**src/rtl/regfile_write_arbiter.sv**
```systemverilog
// Register file write-port owner: zeroing sweep after reset, then
// round-robin arbitration between execute and load writeback.
module regfile_write_arbiter #(
    parameter int WORD           = 64,
    parameter int ADDR_W         = 5,
    parameter int ZERO_REG       = 31,
    parameter bit CLEAR_ON_RESET = 1'b1
) (
    input  logic              clk,
    input  logic              rst_n,
    input  logic              ex_valid,
    output logic              ex_ready,
    input  logic [ADDR_W-1:0] ex_rd,
    input  logic [WORD-1:0]   ex_data,
    input  logic              mem_valid,
    output logic              mem_ready,
    input  logic [ADDR_W-1:0] mem_rd,
    input  logic [WORD-1:0]   mem_data,
    output logic              reg_write,
    output logic [ADDR_W-1:0] write_register,
    output logic [WORD-1:0]   write_data,
    output logic              init_done,
    output logic              xzr_drop
);

    typedef enum logic {INIT, RUN} state_t;

    localparam logic [ADDR_W-1:0] ZR = ADDR_W'(ZERO_REG);

    state_t            state;
    state_t            state_nxt;
    logic [ADDR_W-1:0] cnt;
    logic              last_mem;
    logic              grant_ex;
    logic              grant_mem;
    logic [ADDR_W-1:0] sel_rd;
    logic [WORD-1:0]   sel_data;

    // State register; reset picks sweep or straight-to-run
    always_ff @(posedge clk or negedge rst_n) begin
        if (!rst_n) begin
            state <= CLEAR_ON_RESET ? INIT : RUN;
        end else begin
            state <= state_nxt;
        end
    end

    // Leave the sweep once the counter has passed the last real register
    always_comb begin
        state_nxt = state;
        if (state == INIT && cnt == ZR) begin
            state_nxt = RUN;
        end
    end

    // Round-robin grant and the selected write payload
    always_comb begin
        grant_ex  = 1'b0;
        grant_mem = 1'b0;
        if (state == RUN) begin
            grant_ex  = ex_valid && (!mem_valid || last_mem);
            grant_mem = mem_valid && !grant_ex;
        end
        ex_ready  = grant_ex;
        mem_ready = grant_mem;
        sel_rd    = grant_mem ? mem_rd : ex_rd;
        sel_data  = grant_mem ? mem_data : ex_data;
    end

    // Registered write port, sweep counter and grant history
    always_ff @(posedge clk or negedge rst_n) begin
        if (!rst_n) begin
            reg_write      <= 1'b0;
            write_register <= '0;
            write_data     <= '0;
            init_done      <= 1'b0;
            xzr_drop       <= 1'b0;
            cnt            <= '0;
            last_mem       <= 1'b1;
        end else if (state == INIT) begin
            xzr_drop <= 1'b0;
            if (cnt != ZR) begin
                reg_write      <= 1'b1;
                write_register <= cnt;
                write_data     <= '0;
                cnt            <= cnt + ADDR_W'(1);
            end else begin
                reg_write <= 1'b0;
                init_done <= 1'b1;
            end
        end else begin
            init_done <= 1'b1;
            if (grant_ex || grant_mem) begin
                last_mem <= grant_mem;
                if (sel_rd == ZR) begin
                    reg_write <= 1'b0;
                    xzr_drop  <= 1'b1;
                end else begin
                    reg_write      <= 1'b1;
                    xzr_drop       <= 1'b0;
                    write_register <= sel_rd;
                    write_data     <= sel_data;
                end
            end else begin
                reg_write <= 1'b0;
                xzr_drop  <= 1'b0;
            end
        end
    end

endmodule

```
**config.mk**
```make
export PLATFORM = sky130hd
export DESIGN_NAME = regfile_write_arbiter
export DESIGN_NICKNAME = d
export VERILOG_FILES = /design/src/rtl/regfile_write_arbiter.sv
export SDC_FILE = /design/constraint.sdc
export NUM_CORES = 1
export LEC_CHECK = 0
export CORE_ASPECT_RATIO = 2
export CORE_MARGIN = 3
export CORE_UTILIZATION = 35
export DETAILED_ROUTE_END_ITERATION = 12
export PLACE_DENSITY = 0.74
export SYNTH_ARGS = -nofsm -noshare
export SYNTH_HDL_FRONTEND = slang
export SYNTH_SLANG_ARGS = --single-unit
```
**constraint.sdc**
```tcl
create_clock -name clk -period 2.7 [get_ports clk]
set_input_delay 0.54 -clock clk [delete_from_list [all_inputs] [get_ports clk]]
set_output_delay 0.54 -clock clk [all_outputs]
set_load 0.02 [all_outputs]
```
==> impl_metrics.csv <==
group,metric,value,unit
status,outcome,"finished clean",
floorplan,die_h,158,µm
cells_and_area,seqCellArea,0.00198,mm²
pwr,power,4200,µW
worst_hold_path,hold_class,"in2async",
global_route,antenna_found_initial,0,
placement,dp_cells,772,
yosys,ys_ff_latch,79,
routing,route.detailed.drc,0,
floorplan,die_w,82.2,µm
routing,first_pass_iters,4,
worst_setup_path,path_cells,"clkdlybuf4s50_1 -> nand2_1 -> nand3_2 -> inv_2 -> clkdlybuf4s50_1",
clock_tree,cts_sinks,79,
clock_tree,cts-htree-levels,3,
yosys,synth_area_leaders,"dfrtp_1 48%, a31o_1 11%, a21oi_1 8.4%",
cells_and_area,area_growth,64.7,%
cells_and_area,antenna_cells,0,
clock_tree,cts_tree,"yes",
yosys,synth.distinct_cells,28,
clock_tree,cts.repair.resized,0,
floorplan,io_pins,216,
timing,period_share,92.1,%
timing,rsz0062_at_grt,"no",
global_route,grt.total_usage,19.6,%
worst_setup_path,startpoint_type,"primary input",
clock_tree,post-cts-setup-buffers,0,
global_route,grt_max_degree,68,
clock_tree,cts_made_buffers,9,
yosys,synthFlopType,"dfrtp_1",
timing,slew_viol_final,0,
routing,wirelength,13100,µm
timing,fin_tns_setup,0,ns
timing,tightest_slew,0.715,ns
pwr,leakagePower,0.00275,µW
yosys,synth.most_common_cell,"dfrtp_1",
routing,via_count,4180,
worst_setup_path,crit_buf_inv,3,
clock_tree,cts_buffer_depth,2,
pwr,power_density,627,mW/mm²
cells_and_area,nets,785,
timing,finalSetupViolations,0,
yosys,synthArstFlopShare,100,%
global_route,overflow,0,
pwr,switching_power,1230,µW
timing,slew_headroom,52.3,%
worst_setup_path,worstSetupPathType,"in2out",
yosys,synth_top_area_share,48.0,%
worst_setup_path,r2r_setup_slack,0.55,ns
pwr,p_sw_share,29.2,%
cells_and_area,fin_cells,788,
yosys,ys_seq_area_share,48.6,%
pwr,clock_power_share,30.6,%
placement,io_buffers,215,
yosys,synth_edf_count,0,
yosys,syn_nets,582,
global_route,first_global_vias,4254,
pwr,p_int,2970,µW
routing,antenna_left,0,
timing,finalCriticalPeriod,2.49,ns
clock_tree,root_buffer,"clkbuf_16",
yosys,synth_area,0.00407,mm²
worst_setup_path,cp_data_required_time,2.16,ns
worst_setup_path,worstPathArrival,1.95,ns
cells_and_area,fillCellCount,1002,
routing,via_per_inst,5.30,
routing,drt_iter0_drc,171,
yosys,syn-mean-instance-area,9.29,µm²
pwr,seq_power_share,35.3,%
timing,final-hold-violation-count,0,
timing,clock_skew,0.00537,ns
placement,gp_congestion,0.855,
worst_setup_path,cp_top_family,"buffers and inverters",
yosys,synth_area_leader_cell,"dfrtp_1",
floorplan,core_area,0.0114,mm²
worst_setup_path,slowest_delay,0.63,ns
pwr,ir_worst_vdd,0.336,mV
global_route,grt_pass1_wl,19700,µm
floorplan,rows,55,
job,cap_violations,0,
timing,max_freq,0.402,GHz
yosys,synth_cells,438,
worst_setup_path,end_kind,"output port",
worst_setup_path,slowest_stage,"clkdlybuf4s50_1",
yosys,yosys_warnings,0,
worst_setup_path,crit_path_frequent_cell,"clkdlybuf4s50_1",
pwr,pwr-share-comb,34.0,%
yosys,ys_top_cells_by_count,"78 x dfrtp_1, 74 x nand2_1, 68 x a21oi_1",
floorplan,die_area,0.0130,mm²
worst_setup_path,critPathMaxFanout,5,
placement,postPlaceCellArea,0.00637,mm²
cells_and_area,multi_input_area,0.00186,mm²
placement,dp_hpwl,9780,µm
routing,wl_per_cell,16.7,µm
floorplan,start_util,35.8,%
clock_tree,insertion_delay,0.33,ns
cells_and_area,layout-drive-gt1-share,10.1,%
clock_tree,postCtsHoldBufs,0,
cells_and_area,stdcell_area,0.00670,mm²
clock_tree,clkTransAtPathRegs,0.06,ns
layout by cell type (no fill, tap or decap), drive strengths merged, types with 2 or more instances in the layout:
master         netlist  routed
clkdlybuf4s50        0     214
dfrtp               78      78
nand2               74      74
a21oi               68      68
nand3               67      67
a31o                64      64
buf                 30      23
clkbuf              15      11
nor2b                6       6
mux2                 6       6
mux2i                5       5
nor2                 4       4
o2bb2ai              4       4
and3                 3       3
xnor2                3       3
inv                  2       2
ha                   2       2
bufinv               0       2
clkinv               0       2
flip-flops by register name, indices dropped and copies added (netlist names):
| signal | cells |
|---|---|
| last_mem | 1 |
| xzr_drop | 1 |
| init_done | 1 |
| write_register | 5 |
| write_data | 64 |
| state | 1 |
| cnt | 5 |
| reg_write | 1 |
per-stage QoR:
step	utilization [%]	hold WS [ns]	worst slack [ns]
global placement	56.1	0.455	0.211
detailed placement	56.1	0.450	0.208
global route	59.0	0.284	0.157
floorplan	-	0.244	0.721
CTS	59.0	0.258	0.200
finish	59.0	0.236	0.213
cell type report:
| cell class | instances | share of cell area [%] |
|---|---|---|
| clock buffers | 11 | 3.62 |
| clock inverters | 5 | 1.21 |
| inverters | 2 | 0.112 |
| multi-input cells | 312 | 27.7 |
| flip-flops and latches | 79 | 29.6 |
| well taps | 142 | 2.65 |
| repair buffers | 237 | 35.1 |
power by group through the flow:
stage               logic (µW)  clock network (µW)  registers (µW)
floorplan                  443                   0            1730
global placement          1420                   0            1490
detailed placement        1440                   0            1500
CTS                       1440                1320            1490
global route              1520                1380            1510
finish                    1430                1290            1480
path summary, 6_finish.rpt:
check / startpoint / end / cells past startpoint
setup / recovery: ex_valid / mem_ready / 5
hold / removal: rst_n / cnt[1] / 1
setup reg to reg: cnt[0] / write_data[6] / 7
hold reg to reg: init_done / init_done / 1
max in group asynchronous: rst_n / last_mem / 2
min in group clk: init_done / init_done / 1
routing by layer:
metal	vias up	GRT usage (%)	routed length, µm
met5	-	0	0
met4	0	9.90	527
met3	32	3.91	886
met2	166	37.7	7200
met1	1999	18.7	4520
li1	1983	-	-
logic make-up (layout without fill, tap and decap cells):
| logic type | count (synthesis) | count (layout) | synth area share [%] |
|---|---|---|---|
| muxes | 11 | 11 | 2.89 |
| DFF | 79 | 79 | 48.6 |
| buffers and inverters | 47 | 255 | 5.84 |
| xor gates and xnor gates | 3 | 3 | 0.646 |
| and+or+nand+nor | 156 | 156 | 17.1 |
| AOI/OAI and AO/OA | 140 | 140 | 24.2 |
| adders and majority gates | 2 | 2 | 0.615 |
Note: power is estimated with default switching activity, not from simulation.
